--- config.mk ---
export PLATFORM = sky130hd
export DESIGN_NAME = mem_arbiter
export DESIGN_NICKNAME = d
export VERILOG_FILES = /design/src/rtl/mem_arb_pkg.sv /design/src/rtl/mem_arbiter.sv
export SDC_FILE = /design/constraint.sdc
export NUM_CORES = 1
export LEC_CHECK = 0
export CAP_MARGIN = 15
export CORE_MARGIN = 4
export CORE_UTILIZATION = 30
export DETAILED_ROUTE_END_ITERATION = 10
export PLACE_DENSITY = 0.68
export SETUP_SLACK_MARGIN = 0.2
export SLEW_MARGIN = 40
export SYNTH_ARGS = -nofsm -noshare
export SYNTH_HDL_FRONTEND = slang
export SYNTH_SLANG_ARGS = --single-unit
--- constraint.sdc ---
create_clock -name clk -period 2.1 [get_ports clk]
set_input_delay 0.42 -clock clk [delete_from_list [all_inputs] [get_ports clk]]
set_output_delay 0.42 -clock clk [all_outputs]
set_load 0.1 [all_outputs]
--- src/rtl/mem_arb_pkg.sv ---
// Shared definitions for the instruction/data memory arbiter: FSM states,
// requester identifiers and the memory word width.
package mem_arb_pkg;

    localparam int WORD_W = 32;

    typedef enum logic [1:0] {
        IDLE   = 2'd0,
        ACCESS = 2'd1,
        DONE   = 2'd2
    } state_e;

    typedef enum logic {
        REQ_IF = 1'b0,
        REQ_D  = 1'b1
    } req_id_e;

endpackage

--- src/rtl/mem_arbiter.sv ---
// Two-port arbiter sharing one single-cycle memory between instruction fetch
// and data access; data has priority unless fetch has been starved too long.
module mem_arbiter
    import mem_arb_pkg::*;
#(
    parameter int STARVE_LIMIT = 4
) (
    input  logic              clk,
    input  logic              reset,
    input  logic              if_req,
    input  logic [WORD_W-1:0] if_addr,
    output logic              if_done,
    output logic [WORD_W-1:0] if_rdata,
    input  logic              d_req,
    input  logic [WORD_W-1:0] d_addr,
    input  logic [WORD_W-1:0] d_wdata,
    input  logic              d_we,
    output logic              d_done,
    output logic [WORD_W-1:0] d_rdata,
    output logic [WORD_W-1:0] mem_addr,
    output logic [WORD_W-1:0] mem_write_data,
    output logic              mem_MemWrite,
    input  logic [WORD_W-1:0] mem_read_data
);

    localparam int CNT_W = $clog2(STARVE_LIMIT + 1);
    localparam logic [CNT_W-1:0] LIMIT_C = CNT_W'(STARVE_LIMIT);

    state_e            state_q, state_d;
    req_id_e           grant_q;
    logic              we_q;
    logic [CNT_W-1:0]  starve_q, starve_d;
    logic [WORD_W-1:0] mem_addr_q, mem_wdata_q;
    logic [WORD_W-1:0] if_rdata_q, d_rdata_q;
    logic              take_if, take_d;

    // Arbitration: data wins unless fetch has waited STARVE_LIMIT data grants.
    always_comb begin
        // NOTE: every signal gets a default first so no latch is inferred.
        take_if  = if_req && (!d_req || (starve_q == LIMIT_C));
        take_d   = d_req && !take_if;
        starve_d = starve_q;
        if (state_q == IDLE) begin
            if (take_if) begin
                starve_d = '0;
            end else if (take_d && if_req && (starve_q != LIMIT_C)) begin
                starve_d = starve_q + 1'b1;
            end
        end
    end

    always_ff @(posedge clk) begin
        // NOTE: state is updated with non-blocking assignments only.
        if (reset) begin
            state_q <= IDLE;
        end else begin
            state_q <= state_d;
        end
    end

    always_comb begin
        state_d = state_q;
        case (state_q)
            IDLE:    if (if_req || d_req) state_d = ACCESS;
            ACCESS:  state_d = DONE;
            DONE:    state_d = IDLE;
            default: state_d = IDLE;
        endcase
    end

    always_comb begin
        mem_MemWrite = 1'b0;
        if_done      = 1'b0;
        d_done       = 1'b0;
        case (state_q)
            ACCESS:  mem_MemWrite = we_q;
            DONE: begin
                if_done = (grant_q == REQ_IF);
                d_done  = (grant_q == REQ_D);
            end
            default: ;
        endcase
    end

    always_ff @(posedge clk) begin
        if (reset) begin
            grant_q     <= REQ_IF;
            we_q        <= 1'b0;
            starve_q    <= '0;
            mem_addr_q  <= '0;
            mem_wdata_q <= '0;
            if_rdata_q  <= '0;
            d_rdata_q   <= '0;
        end else begin
            starve_q <= starve_d;
            if (state_q == IDLE) begin
                if (take_if) begin
                    grant_q    <= REQ_IF;
                    mem_addr_q <= if_addr;
                    we_q       <= 1'b0;
                end else if (take_d) begin
                    grant_q     <= REQ_D;
                    mem_addr_q  <= d_addr;
                    mem_wdata_q <= d_wdata;
                    we_q        <= d_we;
                end
            end
            // A store leaves the last loaded word in d_rdata untouched.
            if (state_q == ACCESS) begin
                if (grant_q == REQ_IF) begin
                    if_rdata_q <= mem_read_data;
                end else if (!we_q) begin
                    d_rdata_q <= mem_read_data;
                end
            end
        end
    end

    assign mem_addr       = mem_addr_q;
    assign mem_write_data = mem_wdata_q;
    assign if_rdata       = if_rdata_q;
    assign d_rdata        = d_rdata_q;

endmodule

[Word-level counts from Yosys, hierarchy flattened]
Cells that the tools add are included.
Operators by class
  add/subtract/negate cells: 1
  equality and inequality tests: 5
  muxes and demuxes: 13
  bitwise gates (word level): 3
  reduce and logical (&&, ||, !) cells: 16
Operators by type and width (count)
  $mux 32: 2
  $mux 1: 7
  $mux 3: 2
  $reduce_and 2->1: 3
  $reduce_and 3->1: 2
  $logic_and 1x1->1: 4
  $pmux 2 s2: 1
  $reduce_bool 2->1: 2
  $add 3x1->3 const B: 1
  $eq 3x3->1 const B: 1
  $ne 3x3->1 const B: 1
  $not 1->1: 3
  $eq 2x1->1 const B: 1
  $eq 2x2->1 const B: 1
  $logic_not 1->1: 2
  $logic_not 2->1: 1
  $logic_or 1x1->1: 2
  $mux 2: 1
  $ne 2x2->1 const B: 1
Storage, ports and cells
  bits in registers: 135
  bits of input ports: 133
  word-level logic and storage cells: 46

[Depth between registers and ports, before layout]
Gate-level depths: netlist of the first run.
  depth after elaboration: 9
  gate-level depth with buffers: 6

[Worst setup path after synthesis of the first run]
No wires, ideal clock.
  path type: register -> output
  start: register state_q[1]
  end: output port if_done
  arrival time: 2.683 ns
  slack: -1.003 ns
  cell stages (with the launch flop): 3
  path buffers: 1
  cells stage by stage: dfxtp_1 buf_4 nor3b_1
On the way
  longest elaborated chain between the ends: 2
Ends and longest elaborated chain
  from (decl): RTL line mem_arbiter.sv:29  | state_e state_q, state_d;
  from (signal assigned): RTL line mem_arbiter.sv:57  | state_q <= state_d;
  $eq 2x2->1: RTL line mem_arbiter.sv:75  | case (state_q)
  $mux 1: RTL line mem_arbiter.sv:75
  to (decl): RTL line mem_arbiter.sv:12  | output logic if_done,
Every way passes these cells.

[Final worst setup path of the first run]
Same ends and word-level chain as after synthesis.

==> flow_metrics.py, run 1 <==
metrics = {
    "synth": {
        "yosysTopAreaCell": "dfxtp_1",
        "synth_edf_count": 0,
        "yosys.area.top_type_share": 0.508,
        "yosysMostFrequentCell": "dfxtp_1",
        "postSynthAreaPerCell_um2": 8.05,
        "synth.distinct_cells": 28,
        "synth-seq-area-share": 0.508,
        "async_flop_share": 0,
        "syn_inst": 661,
        "synth_fp_nets": 796,
        "netlist_area_um2": 5320,
        "ys_ff_latch": 135,
        "yosys_warnings": 0,
        "synth_area_leaders": "dfxtp_1 (51%), a21oi_1 (13%), nand2_1 (9.3%)",
        "synth-main-ff-cell": "dfxtp_1",
        "ys_top_cells_by_count": "dfxtp_1 (135), a21oi_1 (133), nand2_1 (132), nand3_1 (66), o21ai_0 (65)",
    },
    "floorplan": {
        "rows": 48,
        "die-area_um2": 19900,
        "die_h_um": 141,
        "initial_utilization": 0.307,
        "die_x_um": 141,
        "core-area_um2": 17400,
        "io_pins": 264,
    },
    "power_and_ir_drop": {
        "switching_share": 0.349,
        "intPower_uw": 5540,
        "pwr-share-comb": 0.274,
        "ir_worst_vdd_uv": 518,
        "leakagePower_uw": 0.00335,
        "p_seq_frac": 0.333,
        "p_sw_uw": 2970,
        "clkPwrFrac": 0.394,
        "powerDensity_nw_per_um2": 985,
    },
    "clocking": {
        "clock_latency_ps": 420,
        "cts_setup_buffers": 0,
        "numClockSinks": 135,
        "cts_tree": "yes",
        "h-tree-depth": 4,
        "cts_root_buf": "clkbuf_16",
        "clkTransAtPathRegs_ps": 60,
        "ctsHoldBuffers": 0,
        "cts_buffers": 17,
        "cts_buffer_depth": 2,
    },
    "grt": {
        "grt_pass1_wl_um": 28600,
        "track_usage": 0.177,
        "grt_max_degree": 49,
        "grt_pass1_vias": 5450,
        "grt_overflow": 0,
        "antenna_found_initial": 0,
    },
    "routing": {
        "viasPerCell": 4.99,
        "vias": 5666,
        "wl_per_cell_um": 16.1,
        "final_antenna_net_count": 0,
        "drt-total-wl_um": 18300,
        "drc": 0,
        "firstDrtPassIters": 7,
        "drt_iter0_markers": 300,
    },
    "critical_path": {
        "cp_max_fo": 13,
        "slowest_stage": "dfxtp_2",
        "critical_path.startpoint_type": "register",
        "setup.worst_path.class": "reg2out",
        "crit_arrival_ps": 1390,
        "critPathRequiredTime_ps": 1680,
        "crit_chain": "nor3b_4, buf_12",
        "slowest_delay_ps": 510,
        "critPathCaptureType": "output port",
    },
    "layout": {
        "diodes": 0,
        "drive_gt1_frac": 0.215,
        "final_area_um2": 8630,
        "fillers": 1675,
        "seq_area_um2": 2700,
        "synthToLayoutAreaGrowth_pct": 62.2,
        "nNetsFinal": 1032,
        "layout.cells.non_filler": 1135,
        "multiInputGateArea_um2": 2350,
    },
    "placement": {
        "placed_cell_area_um2": 7970,
        "io_buffers": 263,
        "dp_cells": 1103,
        "place_congestion": 0.763,
        "dp_hpwl_um": 12300,
    },
    "sta": {
        "tightest_slew_ps": 777,
        "hold_viol": 0,
        "fin_setup_tns_ps": 0,
        "period_needed_ps": 1810,
        "maxSlewViolCount": 0,
        "setup_viol": 0,
        "whs_ps": 407,
        "fin_crit_sh": 0.863,
        "fmax_mhz": 552,
        "rsz0062_at_grt": "false",
        "slew_headroom": 0.482,
        "finalClockSkew_ps": 14.4,
    },
    "flow_run": {
        "maxCapViolCount": 0,
    },
    "min_path": {
        "hold_class": "in2reg",
    },
    "outcome": {
        "outcome": "complete, no violations",
    },
}
state kept, by name, summed over array words and instances (netlist names):
signal,cells
we_q,1
if_rdata,32
state_q,2
mem_write_data,32
grant_q,1
d_rdata,32
mem_addr,32
starve_q,3
routing by layer:
metal,part of all wire,vias up,routed length (um),track usage
li1,-,2806,-,-
met1,0.43,2638,7850,0.223
met2,0.47,199,8530,0.284
met3,0.085,23,1550,0.0526
met4,0.019,0,338,0.0694
met5,0,-,0,0
what timing repair did:
action	4_1_cts	5_1_grt
endpoints found under the hold margin	0	0
setup endpoints to repair	3	0
resized for setup	1	0
path summary, 6_finish.rpt:
check | startpoint | cells after the start | to | slack (ps)
max reg2reg | grant_q$_SDFFE_PP0P_ | 3 | d_rdata[4]$_SDFFE_PP0P_ | 420
max | state_q[1]$_SDFFE_PP0P_ | 2 | if_done | 290
min | reset | 2 | d_rdata[8]$_SDFFE_PP0P_ | 410
min reg2reg | d_rdata[27]$_SDFFE_PP0P_ | 2 | d_rdata[27]$_SDFFE_PP0P_ | 450
placed cells by master, fill, tap and decap left out, drive strengths merged:
cell type,synthesis,layout
nor3,1,1
and3b,2,2
clkdlybuf4s50,0,131
a21bo,1,1
ha,2,2
a311oi,32,32
buf,21,153
or3b,3,3
nand2,132,132
clkbuf,46,19
or2,2,2
o21ai,67,67
a21boi,1,1
clkinv,0,3
nand4bb,1,1
clkinvlp,0,1
dfxtp,135,135
and3,1,1
nor2,3,3
inv,3,7
and4bb,1,1
nor3b,5,5
nand4,1,1
bufinv,0,5
or3,2,2
nand3,66,66
a21oi,133,133
metrics by stage:
| stage | util | setup WS (ps) | total power, uW |
|---|---|---|---|
| final | 0.497 | 288 | 8500 |
| after floorplan | - | 356 | 4500 |
| after CTS | 0.497 | 261 | 8590 |
| after global routing | 0.497 | 207 | 8800 |
| after detailed placement | 0.459 | 45.3 | 5220 |
| after global placement | 0.459 | 72.9 | 5210 |
power groups by stage:
stage               sequential (uW)  combinational, uW  clock (uW)
floorplan                      4040                463           0
global placement               2880               2330           0
detailed placement             2880               2330           0
CTS                            2830               2340        3420
global route                   2850               2430        3530
finish                         2830               2330        3350
critical path, delay by kind of cell (launching register included):
family	cells	cell delay [ps]
buffers and inverters	1	200
DFF	1	510
and+or+nand+nor	1	270
kinds of logic (layout without fill, tap and decap cells):
group	after synthesis	after routing	synth area share
compound gates	234	234	0.245
fa+ha+maj	2	2	0.00470
buf+inv	70	319	0.0553
flops	135	135	0.508
simple gates	220	220	0.187
cell type report:
class	instances	share of cell area
sequential	135	0.313
timing repair buffer	284	0.304
multi-input combinational	456	0.273
clock buffer	19	0.0513
tap	225	0.0326
clock inverter	13	0.0252
inverter	3	0.00130
No activity file was read; power rests on OpenSTA's default activity.
==> inputs of run 2 (changes only) <==
clock period = 2.2 ns   (was 2.1 ns; I/O delays follow)
==> flow_metrics.py, run 2 (synthesized netlist as in run 1, its figures left out) <==
metrics = {
    "outcome": {
        "outcome": "complete, no violations",
    },
    "grt": {
        "track_usage": 0.178,
        "antenna_found_initial": 0,
        "grt_pass1_vias": 5527,
        "grt_max_degree": 46,
        "grt_overflow": 0,
        "grt_pass1_wl_um": 28800,
    },
    "critical_path": {
        "critical_path.startpoint_type": "register",
        "critPathCaptureType": "output port",
        "cp_max_fo": 13,
        "r2r_start": "grant_q$_SDFFE_PP0P_",
        "setup.worst_path.class": "reg2out",
        "reg2reg_to": "d_rdata[4]$_SDFFE_PP0P_",
        "critPathRequiredTime_ps": 1760,
        "r2r_slack_ps": 490,
        "crit_arrival_ps": 1390,
        "rr_worst_depth": 3,
    },
    "floorplan": {
        "die_h_um": 141,
        "initial_utilization": 0.307,
        "core-area_um2": 17400,
        "rows": 48,
        "die-area_um2": 19900,
        "io_pins": 264,
        "die_x_um": 141,
    },
    "sta": {
        "hold_viol": 0,
        "finalClockSkew_ps": 9.91,
        "fin_setup_tns_ps": 0,
        "maxSlewViolCount": 0,
        "tightest_slew_ps": 764,
        "slew_headroom": 0.491,
        "fmax_mhz": 545,
        "setup_viol": 0,
        "fin_crit_sh": 0.833,
        "period_needed_ps": 1830,
        "rsz0062_at_grt": "false",
    },
    "power_and_ir_drop": {
        "switching_share": 0.348,
        "p_sw_uw": 2830,
        "ir_worst_vdd_uv": 486,
        "power.total_uw": 8140,
        "leakagePower_uw": 0.00334,
        "pwr-share-comb": 0.271,
        "powerDensity_nw_per_um2": 945,
        "clkPwrFrac": 0.396,
        "p_seq_frac": 0.332,
        "intPower_uw": 5310,
    },
    "layout": {
        "final_area_um2": 8610,
        "nNetsFinal": 1030,
        "final_cell_mix": "buf_4 (139), a21oi_1 (133), dfxtp_1 (133)",
        "synthToLayoutAreaGrowth_pct": 61.9,
        "final_common_cell": "buf_4",
        "drive_gt1_frac": 0.216,
        "diodes": 0,
    },
    "placement": {
        "io_buffers": 263,
        "placed_cell_area_um2": 7940,
        "place_congestion": 0.764,
        "dp_hpwl_um": 12400,
    },
    "routing": {
        "drc": 0,
        "drt_iter0_markers": 250,
        "drt-total-wl_um": 18400,
        "final_antenna_net_count": 0,
        "firstDrtPassIters": 4,
        "wl_per_cell_um": 16.3,
        "vias": 5660,
        "viasPerCell": 5.00,
    },
    "clocking": {
        "cts_buffer_depth": 2,
        "cts_setup_buffers": 0,
        "h-tree-depth": 4,
        "clkTransAtPathRegs_ps": 60,
        "cts_root_buf": "clkbuf_16",
        "cts_buffers": 17,
        "numClockSinks": 135,
        "clock_latency_ps": 420,
        "cts_tree": "yes",
    },
    "min_path": {
        "whs_path_depth": 2,
        "hold_class": "in2reg",
        "holdPathEnd": "if_rdata[9]$_SDFFE_PP0P_",
        "hold_path_startpoint": "reset",
    },
    "flow_run": {
        "maxCapViolCount": 0,
    },
}
## run 2: worst max path at each step
| stage | startpoint | to | cells after the start |
|---|---|---|---|
| 6_report | state_q[1]$_SDFFE_PP0P_ | if_done | 2 |
| 5_1_grt | state_q[1]$_SDFFE_PP0P_ | if_done | 2 |
| 4_1_cts | state_q[0]$_SDFFE_PP0P_ | d_done | 3 |
| 3_5_place_dp | if_req | mem_addr[17]$_SDFFE_PP0P_ | 4 |
| 3_3_place_gp | if_req | mem_addr[5]$_SDFFE_PP0P_ | 4 |
| 2_1_floorplan | state_q[0]$_SDFFE_PP0P_ | mem_MemWrite | 2 |
## run 2: layer usage
metal	wire length, um	track usage	part of all wire
met3	1580	0.0553	0.085
met4	193	0.0520	0.010
met2	8960	0.291	0.49
met1	7710	0.224	0.42
met5	0	0	0
## run 2: power by group through the flow
stage / combinational [uW] / clock (uW) / sequential, uW
after floorplan: 442 / 0 / 3860
final: 2210 / 3230 / 2700
after global routing: 2310 / 3420 / 2730
after global placement: 2210 / 0 / 2750
after detailed placement: 2220 / 0 / 2760
after CTS: 2220 / 3300 / 2700
## run 2: timing repair
item,CTS,global route
cloned,0,0
setup endpoints to repair,2,1
hold buffers,0,0
resized for setup,1,1
## run 2: critical path, stage by stage, from the launching register on
cell	delay [ps]
dfxtp_2	500
nor3b_4	280
buf_12	200
## run 2: metrics by stage
stage	util	setup WS (ps)	hold WS, ps	cells
finish	0.496	366	450	1133
global route	0.496	299	451	1133
CTS	0.496	256	435	1133
detailed placement	0.458	-19.4	448	1101
global placement	0.458	87.4	442	1101
floorplan	-	436	449	661
## run 2: cell type report
class / instances / area (um^2)
clock inverter: 13 / 215
multi-input combinational: 456 / 2350
sequential: 135 / 2710
timing repair buffer: 282 / 2590
inverter: 3 / 11.3
fill: 1687 / 8740
tap: 225 / 282
clock buffer: 19 / 453
==> inputs of run 3 (changes only) <==
clock period = 1.9 ns   (was 2.2 ns; I/O delays follow)
==> flow_metrics.py, run 3 (synthesized netlist as in run 1, its figures left out) <==
metrics = {
    "layout": {
        "multiInputGateArea_um2": 2370,
        "nNetsFinal": 1040,
        "fillers": 1671,
        "synthToLayoutAreaGrowth_pct": 65.4,
        "final_common_cell": "buf_4",
        "seq_area_um2": 2710,
        "final_area_um2": 8800,
        "drive_gt1_frac": 0.228,
        "final_cell_mix": "buf_4 (140), a21oi_1 (133), nand2_1 (132)",
        "diodes": 0,
    },
    "power_and_ir_drop": {
        "powerDensity_nw_per_um2": 1070,
        "p_seq_frac": 0.332,
        "ir_worst_vdd_uv": 590,
        "p_sw_uw": 3220,
        "leakagePower_uw": 0.00342,
        "switching_share": 0.342,
        "intPower_uw": 6210,
        "pwr-share-comb": 0.278,
        "clkPwrFrac": 0.390,
    },
    "sta": {
        "maxSlewViolCount": 0,
        "rsz0062_at_grt": "true",
        "whs_ps": 336,
        "tightest_slew_ps": 465,
        "hold_viol": 0,
        "worst_slack_ps": 227,
        "finalClockSkew_ps": 11.0,
        "setup_viol": 0,
        "period_needed_ps": 1670,
        "slew_headroom": 0.690,
        "fmax_mhz": 598,
        "fin_crit_sh": 0.881,
        "fin_setup_tns_ps": 0,
    },
    "routing": {
        "drc": 0,
        "firstDrtPassIters": 4,
        "drt_iter0_markers": 244,
        "drt-total-wl_um": 18500,
        "wl_per_cell_um": 16.2,
        "final_antenna_net_count": 0,
        "vias": 5685,
        "viasPerCell": 4.98,
    },
    "critical_path": {
        "setup.worst_path.class": "reg2out",
        "crit_arrival_ps": 1290,
        "slowest_stage": "dfxtp_4",
        "critPathRequiredTime_ps": 1520,
        "r2r_start": "starve_q[0]$_SDFFE_PP0P_",
        "r2r_slack_ps": 330,
        "slowest_delay_ps": 340,
        "cp_max_fo": 4,
        "crit_start": "state_q[0]$_SDFFE_PP0P_",
        "reg2reg_to": "mem_addr[20]$_SDFFE_PP0P_",
        "crit_chain": "buf_6, nor3b_4, buf_12",
        "rr_worst_depth": 6,
        "critical_path.startpoint_type": "register",
        "critPathCaptureType": "output port",
    },
    "grt": {
        "met3_usage": 0.0502,
        "antenna_found_initial": 0,
        "grt_pass1_wl_um": 28000,
        "grt_max_degree": 72,
        "grt_pass1_vias": 5371,
        "track_usage": 0.174,
        "grtUsageMet1": 0.216,
        "grtUsageMet2": 0.284,
        "grt_overflow": 0,
        "grt-busiest-layer": "met2",
    },
    "placement": {
        "place_ws_ps": -26.0,
        "io_buffers": 263,
        "placed_cell_area_um2": 8040,
        "dp_hpwl_um": 12100,
        "place_congestion": 0.752,
    },
    "floorplan": {
        "rows": 48,
        "io_pins": 264,
        "die-area_um2": 19900,
        "die_x_um": 141,
        "initial_utilization": 0.307,
        "core-area_um2": 17400,
        "die_h_um": 141,
    },
    "min_path": {
        "hold_path_startpoint": "reset",
        "hold_class": "in2reg",
        "whs_path_depth": 2,
        "holdPathEnd": "d_rdata[3]$_SDFFE_PP0P_",
    },
    "clocking": {
        "clock_latency_ps": 420,
        "cts_root_buf": "clkbuf_16",
        "cts_buffer_depth": 2,
        "h-tree-depth": 4,
        "numClockSinks": 135,
        "cts_tree": "yes",
        "clkTransAtPathRegs_ps": 60,
        "cts_buffers": 17,
    },
    "outcome": {
        "outcome": "complete, no violations",
    },
    "flow_run": {
        "maxCapViolCount": 0,
    },
}
[run 3: what timing repair did]
item	CTS	global route
hold buffers	0	0
cloned	0	1
buffers inserted	3	3
pin swaps	0	3
gates resized for setup	7	4
setup endpoints to repair	35	21
hold endpoints to repair	0	0
[run 3: routing by layer]
metal	vias to the layer above	wire length [um]
li1	2818	-
met1	2635	7880
met2	202	8700
met3	30	1430
met4	0	451
met5	-	0
[run 3: critical path: cells and delay by family (launching register included)]
kind | cells | cell delay (ps)
DFF | 1 | 340
buffers and inverters | 2 | 320
and+or+nand+nor | 1 | 220
[run 3: per-stage QoR]
step	utilization	power [uW]	std cells
floorplan	-	4980	661
global placement	0.463	5780	1104
detailed placement	0.463	5800	1104
CTS	0.503	9520	1138
global route	0.507	9780	1142
finish	0.507	9430	1142
[run 3: worst max-delay path by stage]
stage | endpoint | slack, ps | cells past startpoint
final | if_done | 230 | 3
after global placement | mem_write_data[14]$_SDFFE_PP0P_ | 20 | 5
after global routing | if_done | 190 | 3
after CTS | if_done | 200 | 3
after floorplan | if_done | 200 | 2
after detailed placement | mem_write_data[13]$_SDFFE_PP0P_ | -30 | 5
[run 3: power by group through the flow]
stage          registers, uW  logic, uW  clock network (uW)
3_5_place_dp            3190       2600                   0
4_1_cts                 3130       2620                3760
2_1_floorplan           4460        512                   0
6_report                3130       2620                3680
3_3_place_gp            3190       2590                   0
5_1_grt                 3150       2740                3890
[run 3: layout make-up]
class	instances	share of cell area
timing repair buffer	292	0.315
sequential	135	0.308
multi-input combinational	456	0.269
clock buffer	20	0.0530
tap	225	0.0320
clock inverter	11	0.0219
inverter	3	0.00128
